==> config.mk <==
export PLATFORM = sky130hd
export DESIGN_NAME = cluster_load_sequencer
export DESIGN_NICKNAME = d
export VERILOG_FILES = /design/src/rtl/cluster_load_sequencer.sv
export SDC_FILE = /design/constraint.sdc
export NUM_CORES = 1
export LEC_CHECK = 0
export CORE_AREA = 2 2 93 95
export DETAILED_ROUTE_END_ITERATION = 12
export DIE_AREA = 0 0 95 97
export PLACE_DENSITY_LB_ADDON = 0.2
export SLEW_MARGIN = 20
export SYNTH_ARGS = -nofsm -noshare
export SYNTH_HDL_FRONTEND = slang
export SYNTH_SLANG_ARGS = --single-unit
==> constraint.sdc <==
create_clock -name clk -period 5 [get_ports clk]
set_clock_uncertainty 0.1 [all_clocks]
set_input_delay 0.75 -clock clk [delete_from_list [all_inputs] [get_ports clk]]
set_output_delay 0.75 -clock clk [all_outputs]
set_load 0.02 [all_outputs]
==> src/rtl/cluster_load_sequencer.sv <==
// Per-pass scheduler for one PE cluster: weight load, iact load, PE run, psum write-back.
// Every control output is a registered single-cycle pulse, so the routers never see a held load.
module cluster_load_sequencer #(
    parameter int ACT_SIZE      = 5,
    parameter int KERNEL_SIZE   = 3,
    parameter int IACT_LOAD_CYC = ACT_SIZE**2 + 2,
    parameter int WGHT_LOAD_CYC = KERNEL_SIZE**2 + 2,
    parameter int PASS_BITWIDTH = 8,
    parameter int TIMEOUT_CYC   = 4096
) (
    input  logic                     clk,
    input  logic                     reset,
    input  logic                     start,
    input  logic [PASS_BITWIDTH-1:0] num_passes,
    input  logic                     reuse_weights,
    input  logic                     pe_done,
    input  logic                     wb_done,
    output logic                     load_spad_wght,
    output logic                     load_spad_iact,
    output logic                     pe_start,
    output logic                     psum_wb_start,
    output logic [PASS_BITWIDTH-1:0] pass_idx,
    output logic                     busy,
    output logic                     job_done,
    output logic                     error
);
    localparam int LOAD_MAX = (IACT_LOAD_CYC > WGHT_LOAD_CYC) ? IACT_LOAD_CYC : WGHT_LOAD_CYC;
    localparam int CNT_W    = $clog2(LOAD_MAX + 1);
    localparam int TO_W     = $clog2(TIMEOUT_CYC + 1);

    typedef enum logic [3:0] {
        S_IDLE, S_LOAD_W, S_WAIT_W, S_LOAD_I, S_WAIT_I,
        S_RUN, S_WAIT_PE, S_WB, S_WAIT_WB, S_DONE
    } state_t;

    state_t                   state_q, state_d;
    logic [CNT_W-1:0]         load_cnt_q, load_cnt_d;
    logic [TO_W-1:0]          to_cnt_q, to_cnt_d;
    logic [PASS_BITWIDTH-1:0] pass_idx_q, pass_idx_d;
    logic [PASS_BITWIDTH-1:0] num_passes_q, num_passes_d;
    logic                     reuse_q, reuse_d;
    logic                     wght_q, wght_d;
    logic                     iact_q, iact_d;
    logic                     pe_start_q, pe_start_d;
    logic                     wb_start_q, wb_start_d;
    logic                     job_done_q, job_done_d;
    logic                     busy_q, busy_d;
    logic                     error_q, error_d;

    always_comb begin
        state_d      = state_q;
        load_cnt_d   = load_cnt_q;
        to_cnt_d     = to_cnt_q;
        pass_idx_d   = pass_idx_q;
        num_passes_d = num_passes_q;
        reuse_d      = reuse_q;
        error_d      = error_q;
        wght_d       = 1'b0;
        iact_d       = 1'b0;
        pe_start_d   = 1'b0;
        wb_start_d   = 1'b0;
        job_done_d   = 1'b0;

        case (state_q)
            S_IDLE: begin
                if (start) begin
                    num_passes_d = (num_passes == '0) ? PASS_BITWIDTH'(1) : num_passes;
                    reuse_d      = reuse_weights;
                    pass_idx_d   = '0;
                    error_d      = 1'b0;
                    state_d      = S_LOAD_W;
                end
            end
            S_LOAD_W: begin
                if (pass_idx_q == '0 || !reuse_q) begin
                    wght_d     = 1'b1;
                    // The window counts to 0 inclusive and LOAD_I adds one more cycle.
                    load_cnt_d = CNT_W'(WGHT_LOAD_CYC - 2);
                    state_d    = S_WAIT_W;
                end else begin
                    state_d = S_LOAD_I;
                end
            end
            S_WAIT_W: begin
                if (load_cnt_q == '0) state_d = S_LOAD_I;
                else                  load_cnt_d = load_cnt_q - CNT_W'(1);
            end
            S_LOAD_I: begin
                iact_d     = 1'b1;
                load_cnt_d = CNT_W'(IACT_LOAD_CYC - 2);
                state_d    = S_WAIT_I;
            end
            S_WAIT_I: begin
                if (load_cnt_q == '0) state_d = S_RUN;
                else                  load_cnt_d = load_cnt_q - CNT_W'(1);
            end
            S_RUN: begin
                pe_start_d = 1'b1;
                to_cnt_d   = '0;
                state_d    = S_WAIT_PE;
            end
            S_WAIT_PE: begin
                if (pe_done) begin
                    state_d = S_WB;
                end else if (to_cnt_q == TO_W'(TIMEOUT_CYC - 1)) begin
                    error_d = 1'b1;
                    state_d = S_IDLE;
                end else begin
                    to_cnt_d = to_cnt_q + TO_W'(1);
                end
            end
            S_WB: begin
                wb_start_d = 1'b1;
                to_cnt_d   = '0;
                state_d    = S_WAIT_WB;
            end
            S_WAIT_WB: begin
                if (wb_done) begin
                    if (pass_idx_q == num_passes_q - PASS_BITWIDTH'(1)) begin
                        state_d = S_DONE;
                    end else begin
                        pass_idx_d = pass_idx_q + PASS_BITWIDTH'(1);
                        state_d    = S_LOAD_W;
                    end
                end else if (to_cnt_q == TO_W'(TIMEOUT_CYC - 1)) begin
                    error_d = 1'b1;
                    state_d = S_IDLE;
                end else begin
                    to_cnt_d = to_cnt_q + TO_W'(1);
                end
            end
            S_DONE: begin
                job_done_d = 1'b1;
                state_d    = S_IDLE;
            end
            default: state_d = S_IDLE;
        endcase

        busy_d = (state_d != S_IDLE);
    end

    always_ff @(posedge clk) begin
        if (reset) begin
            state_q      <= S_IDLE;
            load_cnt_q   <= '0;
            to_cnt_q     <= '0;
            pass_idx_q   <= '0;
            num_passes_q <= '0;
            reuse_q      <= 1'b0;
            wght_q       <= 1'b0;
            iact_q       <= 1'b0;
            pe_start_q   <= 1'b0;
            wb_start_q   <= 1'b0;
            job_done_q   <= 1'b0;
            busy_q       <= 1'b0;
            error_q      <= 1'b0;
        end else begin
            state_q      <= state_d;
            load_cnt_q   <= load_cnt_d;
            to_cnt_q     <= to_cnt_d;
            pass_idx_q   <= pass_idx_d;
            num_passes_q <= num_passes_d;
            reuse_q      <= reuse_d;
            wght_q       <= wght_d;
            iact_q       <= iact_d;
            pe_start_q   <= pe_start_d;
            wb_start_q   <= wb_start_d;
            job_done_q   <= job_done_d;
            busy_q       <= busy_d;
            error_q      <= error_d;
        end
    end

    assign load_spad_wght = wght_q;
    assign load_spad_iact = iact_q;
    assign pe_start       = pe_start_q;
    assign psum_wb_start  = wb_start_q;
    assign pass_idx       = pass_idx_q;
    assign busy           = busy_q;
    assign job_done       = job_done_q;
    assign error          = error_q;

endmodule
; ---- Word-level counts from Yosys, hierarchy flattened
; Cells that the tools add are included.
[word_totals]
regBits = 46
inputBits = 14
output_inout_bits = 15
word_cells = 86
[classes]
n_addsub = 4
n_eq_ne = 18
muxes = 31
bitwise_logic = 1
reduce_logical = 19
[op_table]
columns = cell, n
row1 = $mux 13, 3
row2 = $pmux 13 s3, 1
row3 = $pmux 4 s9, 1
row4 = $mux 8, 4
row5 = $mux 4, 7
row6 = $eq 4x3->1 const B, 4
row7 = $logic_not 8->1, 2
row8 = $pmux 8 s2, 1
row9 = $pmux 5 s3, 1
row10 = $ne 2x2->1 const B, 7
row11 = $add 13x1->13 const B, 1
row12 = $eq 13x12->1 const B, 1
row13 = $mux 1, 10
row14 = $mux 5, 2
row15 = $reduce_bool 3->1, 3
row16 = $add 8x1->8 const B, 1
row17 = $eq 4x2->1 const B, 2
row18 = $eq 4x4->1 const B, 2
row19 = $eq 8x8->1, 1
row20 = $reduce_and 4->1, 2
row21 = $sub 8x1->8 const B, 1
row22 = $reduce_and 3->1, 2
row23 = $reduce_or 2->1, 3
row24 = $logic_not 5->1, 1
row25 = 10 further kinds, 10

; ---- Depth between registers and ports, before layout
[depth]
ltp_word = 6
depth_mapped = 10
ltp_nobuf = 9

; ---- Least setup slack after synthesis
; No wires, ideal clock.
[synth_timing]
path_kind = register -> register
start = register num_passes_q[0]
end = register pass_idx_q[0], in the netlist pass_idx[0]
setup_ns = 0.122
arrival_time_ns = 2.147
t_required_ns = 4.778
setup_slack_ns = 2.631
stages_incl_launch_ff = 9
path_buffers = 1
synth_period_minus_slack_ns = 2.369
cell_sequence = dfxtp_1 or4_1 or3_4 a2111oi_4 a21oi_2 o21ai_2 buf_6 xnor2_1 nor2_1
[synth_between]
elab_chain_cells = 4
[synth_lines]
columns = item, line
row1 = start: declaration, 40  ; logic [PASS_BITWIDTH-1:0] num_passes_q, num_passes_d;
row2 = start signal: assignment, 162  ; num_passes_q <= num_passes_d;
row3 = $sub 8x1->8, 119  ; if (pass_idx_q == num_passes_q - PASS_BITWIDTH'(1)) begin
row4 = $eq 8x8->1, 119
row5 = $ne 2x2->1 (no source line), --
row6 = $reduce_and 4->1 (no source line), --
row7 = end signal: assignment, 161  ; pass_idx_q <= pass_idx_d;
row8 = end: declaration, 39  ; logic [PASS_BITWIDTH-1:0] pass_idx_q, pass_idx_d;
; Every way passes these cells.
; A chain may end at the register's enable or synchronous reset.

; ---- Worst setup path after layout
[layout_timing]
start = register to_cnt_q[0]
end = register to_cnt_q[5]
[layout_between]
elab_chain_cells = 4
word_cells_on_any_way = 6
classes_between = add/sub (1) / eq/ne (1) / mux (4)
[layout_lines]
columns = item, line
row1 = start: declaration, 38  ; logic [TO_W-1:0] to_cnt_q, to_cnt_d;
row2 = start signal: assignment, 160  ; to_cnt_q <= to_cnt_d;
row3 = $add 13x1->13 / $eq 13x12->1 (equally long branches), --
row4 = $mux 13 *, "105, 125"
row5 = "$mux 13, on equally long branches", "118, 103"
row6 = $pmux 13 s3 *, 64  ; case (state_q)
; Every way passes the cells marked *; elsewhere a longest branch is shown, timed or not. The select of a mux whose other input is x is not followed.

==> impl_metrics.json <==
{
  "worst_ep_required_time_ps": 5090,
  "fin_crit_ps": 2760,
  "worst_setup_path_startpoint": "to_cnt_q[0]",
  "worst-r2r-setup-slack_ps": 2240,
  "cts_root_buffer": "clkbuf_8",
  "asyncSetResetFlopFracSynth_pct": 0,
  "layout_worst_path_cycle_share_pct": 55.2,
  "cell_internal_pwr_mw": 0.568,
  "antenna_found_initial": 0,
  "comb_power_share_pct": 23.9,
  "netlist_top_cells_count": "dfxtp_1, nand2_1, a21oi_1, nor2_1, nor3_1",
  "synthToLayoutAreaGrowth_pct": 18.2,
  "finalHoldViolations": 0,
  "timing.critical_path.to_type": "flip-flop",
  "drv_cap": 0,
  "synthDominantCellAreaShare_pct": 38.0,
  "leakage_component_of_the_power_nw": 0.947,
  "rows": 33,
  "synth_top_flop_cell": "dfxtp_1",
  "clock_network_fraction_of_total_power_pct": 26.0,
  "critical_path.max_fanout": 8,
  "initial_core_utilization_pct": 29.8,
  "routed_wirelength_um": 5700,
  "startpoint_class": "flip-flop",
  "ant_nets": 0,
  "detailedRoute.firstIterationViolations": 88,
  "worst_hold_class": "reg -> reg",
  "die_height_um": 97,
  "power.switching_mw": 0.260,
  "postLayoutCoreUtil_pct": 35.2,
  "cts_tree": "built",
  "placedInstanceArea_um2": 2790,
  "num_io_pins": 29,
  "grt_pass1_vias": 2072,
  "finalSetupTns_ps": 0,
  "detail_route.drc_violations": 0,
  "setup_failing_eps_final": 0,
  "die_w_um": 95,
  "biggest_area_contributors_in_the_synthesized_netlist": "dfxtp_1, a21oi_1, nand2_1, xnor2_1, nor2_1",
  "post_cts_hold_fix_bufs": 0,
  "synthesis.nets": 320,
  "worst_ep_arrival_time_ps": 2840,
  "cts_buffers": 5,
  "grt_start_max_net_pins": 23,
  "synth_cells": 301,
  "detail_route.wl_per_cell_um": 13.3,
  "worst_r2r_startpoint": "to_cnt_q[0]",
  "outcome": "finished clean",
  "placement.io_buffers": 28,
  "detailed_place_hpwl_um": 4130,
  "power.density_nw_per_um2": 289,
  "synth-warning-count": 0,
  "wire_length_of_the_first_global_routing_pass_um": 9790,
  "via_per_inst": 5.08,
  "drv_slew": 0,
  "post_cts_buffers": 0,
  "diodes": 0,
  "yosys.area.top_type": "dfxtp_1",
  "fin_nets": 343,
  "clkSinkCount": 46,
  "hold_slack_ps": 371,
  "dr_total_vias": 2181,
  "setup.worst_path.end": "to_cnt_q[5]",
  "max_slew.worst_pin.slew_ps": 685,
  "worstSkewPairLatency_ps": 300,
  "maximum_number_of_buffers_from_clock_root_to_sink": 2,
  "worst-r2r-cell-count": 8,
  "seqPwrFrac_pct": 50.1,
  "synth_enable_flop_cells": 0,
  "synth_cell_type_count": 51,
  "crit_type": "reg -> reg",
  "syn-cell-area_um2": 2420,
  "dp.cells": 422,
  "drt_pass1_iterations": 4,
  "switching_share_pct": 31.4,
  "final_area_um2": 2860,
  "ys_seq_elements": 46,
  "unrepaired_setup_endpoints_after_global_routing": "false",
  "cts_max_level": 2,
  "clk_transition_reported_paths_ps": 90,
  "reg2reg_to": "to_cnt_q[5]",
  "slew_headroom_pct": 54.0,
  "max_freq_mhz": 362,
  "synth_sequential_area_ratio_pct": 38.0,
  "floorplan.core_area_um2": 8130,
  "synth_most_common_cell": "dfxtp_1",
  "gr-usage-all-layers_pct": 13.0,
  "overflow": 0,
  "postCtsResizedCells": 0,
  "post_layout_nonfiller_instances": 429,
  "share_of_cells_above_drive_strength_1_pct": 6.17,
  "largest_voltage_drop_on_the_vdd_net_mv": 0.107,
  "average_size_of_a_mapped_cell_um2": 8.05,
  "total_die_area_um2": 9220,
  "gp_routability_congestion": 0.785
}
cell usage in the layout (no fill, tap or decap), types with 2 or more instances in the layout:
cell / instances
a21bo_2: 2
a21oi_1: 29
a311oi_1: 3
a31oi_1: 2
clkbuf_8: 5
clkdlybuf4s50_1: 28
clkinv_2: 2
dfxtp_1: 46
ha_1: 5
inv_1: 11
nand2_1: 32
nand2b_1: 4
nand3_1: 13
nand4_1: 4
nor2_1: 29
nor2b_1: 5
nor3_1: 18
nor3b_1: 2
nor4_1: 5
nor4b_1: 3
o2111ai_1: 2
o21ai_0: 7
o21ai_1: 8
o21bai_1: 2
o31ai_1: 2
or2_2: 2
or3_1: 7
or3_4: 2
or4_1: 2
xnor2_1: 13
xor2_1: 7
worst min path at each step:
stage	startpoint	to	cells after the start
after global routing	reuse_q	reuse_q	2
after global placement	reuse_q	reuse_q	2
after floorplan	reuse_q	reuse_q	2
after CTS	reuse_q	reuse_q	2
final	reuse_q	reuse_q	2
after detailed placement	reuse_q	reuse_q	2
metal layers:
layer  vias to the layer above  GRT usage (%)  wire, um
li1                       1119              -         -
met1                      1020           18.6      2880
met2                        38           19.9      2530
met3                         4           2.65       238
met4                         0           3.34        44
met5                         -              0         0
kinds of logic (layout without fill, tap and decap cells):
family	count (synthesis)	in the layout	synth area share, %
XOR/XNOR	20	20	7.23
buffers and inverters	24	47	4.03
AND/OR/NAND/NOR	136	136	29.0
adder cells (fa/ha/maj)	5	5	2.58
flip-flops	46	46	38.0
AO/OA/AOI/OAI	70	70	19.2
metrics by stage:
stage / setup WS [ps] / power [mW]
2_1_floorplan: 2630 / 0.568
3_3_place_gp: 2100 / 0.620
3_5_place_dp: 2010 / 0.623
4_1_cts: 2210 / 0.839
5_1_grt: 2010 / 0.880
6_report: 2240 / 0.828
state kept, by name (all words and copies together) (netlist names), 4 cells and up:
name and count:
state_q 4, to_cnt_q 13, pass_idx 8, load_cnt_q 5
num_passes_q 8
critical path, stage by stage, from the launching register on:
cell and delay (ps):
dfxtp_1 390, ha_1 180, nand3_1 200, nor4_2 680, nor2_1 210, a21oi_1 520, nor3_1 150, xnor2_1 170
nor2_1 50
power by group through the flow:
stage,clock network [mW],logic (mW),registers (mW)
floorplan,0,0.152,0.415
global placement,0,0.198,0.423
detailed placement,0,0.200,0.423
CTS,0.224,0.200,0.415
global route,0.239,0.222,0.419
finish,0.215,0.198,0.415
area by class of cell:
type / count / area, um2
Sequential cell: 46 / 921
Timing Repair Buffer: 29 / 288
Multi-Input combinational cell: 231 / 1400
Clock inverter: 2 / 10.0
Fill cell: 831 / 5270
Inverter: 11 / 41.3
Tap cell: 105 / 131
Clock buffer: 5 / 68.8
(Power assumes the default switching activity.)
==> variant: new RTL, config.mk and constraints unchanged <==
The 10 states of `state_t` get a one-hot encoding in 10 bits.
--- a/src/rtl/cluster_load_sequencer.sv
+++ b/src/rtl/cluster_load_sequencer.sv
@@ -28,9 +28,9 @@
     localparam int CNT_W    = $clog2(LOAD_MAX + 1);
     localparam int TO_W     = $clog2(TIMEOUT_CYC + 1);
 
-    typedef enum logic [3:0] {
-        S_IDLE, S_LOAD_W, S_WAIT_W, S_LOAD_I, S_WAIT_I,
-        S_RUN, S_WAIT_PE, S_WB, S_WAIT_WB, S_DONE
+    typedef enum logic [9:0] {
+        S_IDLE = 10'b0000000001, S_LOAD_W = 10'b0000000010, S_WAIT_W = 10'b0000000100, S_LOAD_I = 10'b0000001000, S_WAIT_I = 10'b0000010000,
+        S_RUN = 10'b0000100000, S_WAIT_PE = 10'b0001000000, S_WB = 10'b0010000000, S_WAIT_WB = 10'b0100000000, S_DONE = 10'b1000000000
     } state_t;
 
     state_t                   state_q, state_d;
Check against the original RTL: same outputs for any inputs over 10 cycles, from zero or initial values and one cycle with reset high; not proved beyond that.
==> variant against the original RTL <==
- final area grew 12%
- area after synthesis increased by 14%
- clock power is 46% higher
- wire length is 6.0% higher
- maximum frequency is 19% lower
- largest cell class unchanged
- highest routed layer unchanged
- sequential cell count rose by 6
- sequential share of layout area rose by 0.19 points
- setup slack got worse by 0.63 ns
- die area unchanged
- synthesized cell count is 14% higher
- total power grew 3.6%
==> variant: results (changes against the original RTL) <==
Run status
Result of the run: completed (unchanged).

Worst setup path
The cell count of the worst reg-to-reg path was 6 (was 8). The worst setup slack for register-to-register paths was 1.61 ns (was 2.24 ns). The cell with the largest stage delay on the worst path is sky130_fd_sc_hd__nor4_4 (was sky130_fd_sc_hd__nor4_2). The reg-to-reg critical path endpoint is pass_idx[5]$_SDFFE_PP0P_ (was to_cnt_q[5]$_SDFFE_PP0P_). The worst flop-to-flop path startpoint is state_q[8]$_SDFF_PP0_ (was to_cnt_q[0]$_SDFFE_PP0P_).

The worst stage delay on the critical path is 0.79 ns (was 0.68 ns). The top fanout value on the critical path is 14 (was 8). The capturing instance or port of the critical path is pass_idx[5]$_SDFFE_PP0P_ (was to_cnt_q[5]$_SDFFE_PP0P_).

GRT
The global routing met2 resource utilization is 21.44% (was 19.91%). The global-route wire length before repair was 10.78 mm (was 9.791 mm). The global-route total usage across every layer is 14.23% (was 13.01%). The met3 layer usage reported by global route is 2.726% (was 2.648%). The global routing usage on met1 is 20.90% (was 18.56%). The number of global-route vias before repair is 2250 (was 2072).

Route
The number of DRC markers in iteration 0 is 68 (was 88). The met2 layer wire length in the routed design was 2.703 mm (was 2.528 mm). The top metal layer carrying routed signals was met4 (unchanged).

The met1 wire length is 3.135 mm (was 2.883 mm). The total via count after detailed routing is 2397 (was 2181). The number of detailed-routing iterations run before antenna repair is 6 (was 4).

The post-detailed-routing wire length is 6.037 mm (was 5.695 mm).

Synth
Commonest cells in the synthesized netlist: sky130_fd_sc_hd__nor2_1 (53), sky130_fd_sc_hd__dfxtp_1 (52), sky130_fd_sc_hd__a21oi_1 (22) (was sky130_fd_sc_hd__dfxtp_1 (46), sky130_fd_sc_hd__nand2_1 (32), sky130_fd_sc_hd__a21oi_1 (29), sky130_fd_sc_hd__nor2_1 (29), sky130_fd_sc_hd__nor3_1 (18)). The synthesized instance count is 342 (was 301). Top post-synthesis cells by area: sky130_fd_sc_hd__dfxtp_1 (38%), sky130_fd_sc_hd__nor2_1 (7.2%), sky130_fd_sc_hd__xnor2_1 (4.1%) (was sky130_fd_sc_hd__dfxtp_1 (38%), sky130_fd_sc_hd__a21oi_1 (6.0%), sky130_fd_sc_hd__nand2_1 (5.0%)).

The portion of the post-synthesis area used by sequential elements was 37.65% (was 38.02%). The distinct cell type count after synthesis came to 51 (unchanged). The net count after synthesis is 361 (was 320).

Final layout
The number of nets in the final layout came to 377 (was 343). The share of post-route cells with drive strength above 1 was 4.735% (was 6.173%). The number of non-filler instances in the completed layout is 464 (was 429).

Place
The post-placement cell area is 3092 sq um (was 2785 sq um). The estimated wirelength of the detail-placed design is 4.472 mm (was 4.132 mm). The cell count after placement came to 456 (was 422). The global placement routability congestion is 0.8350 (was 0.7847).

STA
The final cycle utilization of the critical path was 67.73% (was 55.18%). The worst slew margin relative to its limit is 40.58% (was 53.97%).

Worst hold path
The worst hold path depth is 2 (unchanged).

Power and ir drop
The maximum vdd drop was 117.1 uV (was 107.0 uV). The standby leakage power is 1.094 nW (was 0.9467 nW).
variant: cell count changes after synthesis, sizes merged, moves of 4 or more:
cell and change:
dfxtp +6, clkbuf +4, mux2i +9, o21ai -5, a21oi -7, nand2 -13
nor4 +9, xor2 +4, nor2 +24
variant: worst min-delay path by stage:
| stage | start | end | slack, ns |
|---|---|---|---|
| final | load_cnt_q[1]$_SDFFE_PP0P_ | load_cnt_q[1]$_SDFFE_PP0P_ | 0.38 |
| after global routing | load_cnt_q[1]$_SDFFE_PP0P_ | load_cnt_q[1]$_SDFFE_PP0P_ | 0.42 |
| after CTS | load_cnt_q[1]$_SDFFE_PP0P_ | load_cnt_q[1]$_SDFFE_PP0P_ | 0.38 |
| after detailed placement | load_cnt_q[1]$_SDFFE_PP0P_ | load_cnt_q[1]$_SDFFE_PP0P_ | 0.36 |
| after global placement | load_cnt_q[1]$_SDFFE_PP0P_ | load_cnt_q[1]$_SDFFE_PP0P_ | 0.36 |
| after floorplan | state_q[9]$_SDFF_PP0_ | job_done$_SDFF_PP0_ | 0.34 |
variant: final cells by class:
class | instances | area [sq um] | area share (%)
timing repair buffer | 29 | 287.8 | 8.942
clock inverter | 1 | 30.03 | 0.9331
tap | 105 | 131.4 | 4.082
multi-input combinational | 258 | 1587 | 49.30
clock buffer | 7 | 96.34 | 2.994
sequential | 52 | 1041 | 32.35
inverter | 12 | 45.04 | 1.400
variant: where the power goes:
part	leakage [nW]	internal (mW)	switching (mW)
sequential	0.421	0.424	0.0136
clock	0.0645	0.177	0.136
combinational	0.609	0.0498	0.0575
variant: kinds of logic after synthesis:
group	synth area share, %
xor+xnor	7.602
simple gates	31.45
compound gates	12.81
fa+ha+maj	2.262
mux	3.258
flops	37.65
buf+inv	4.977
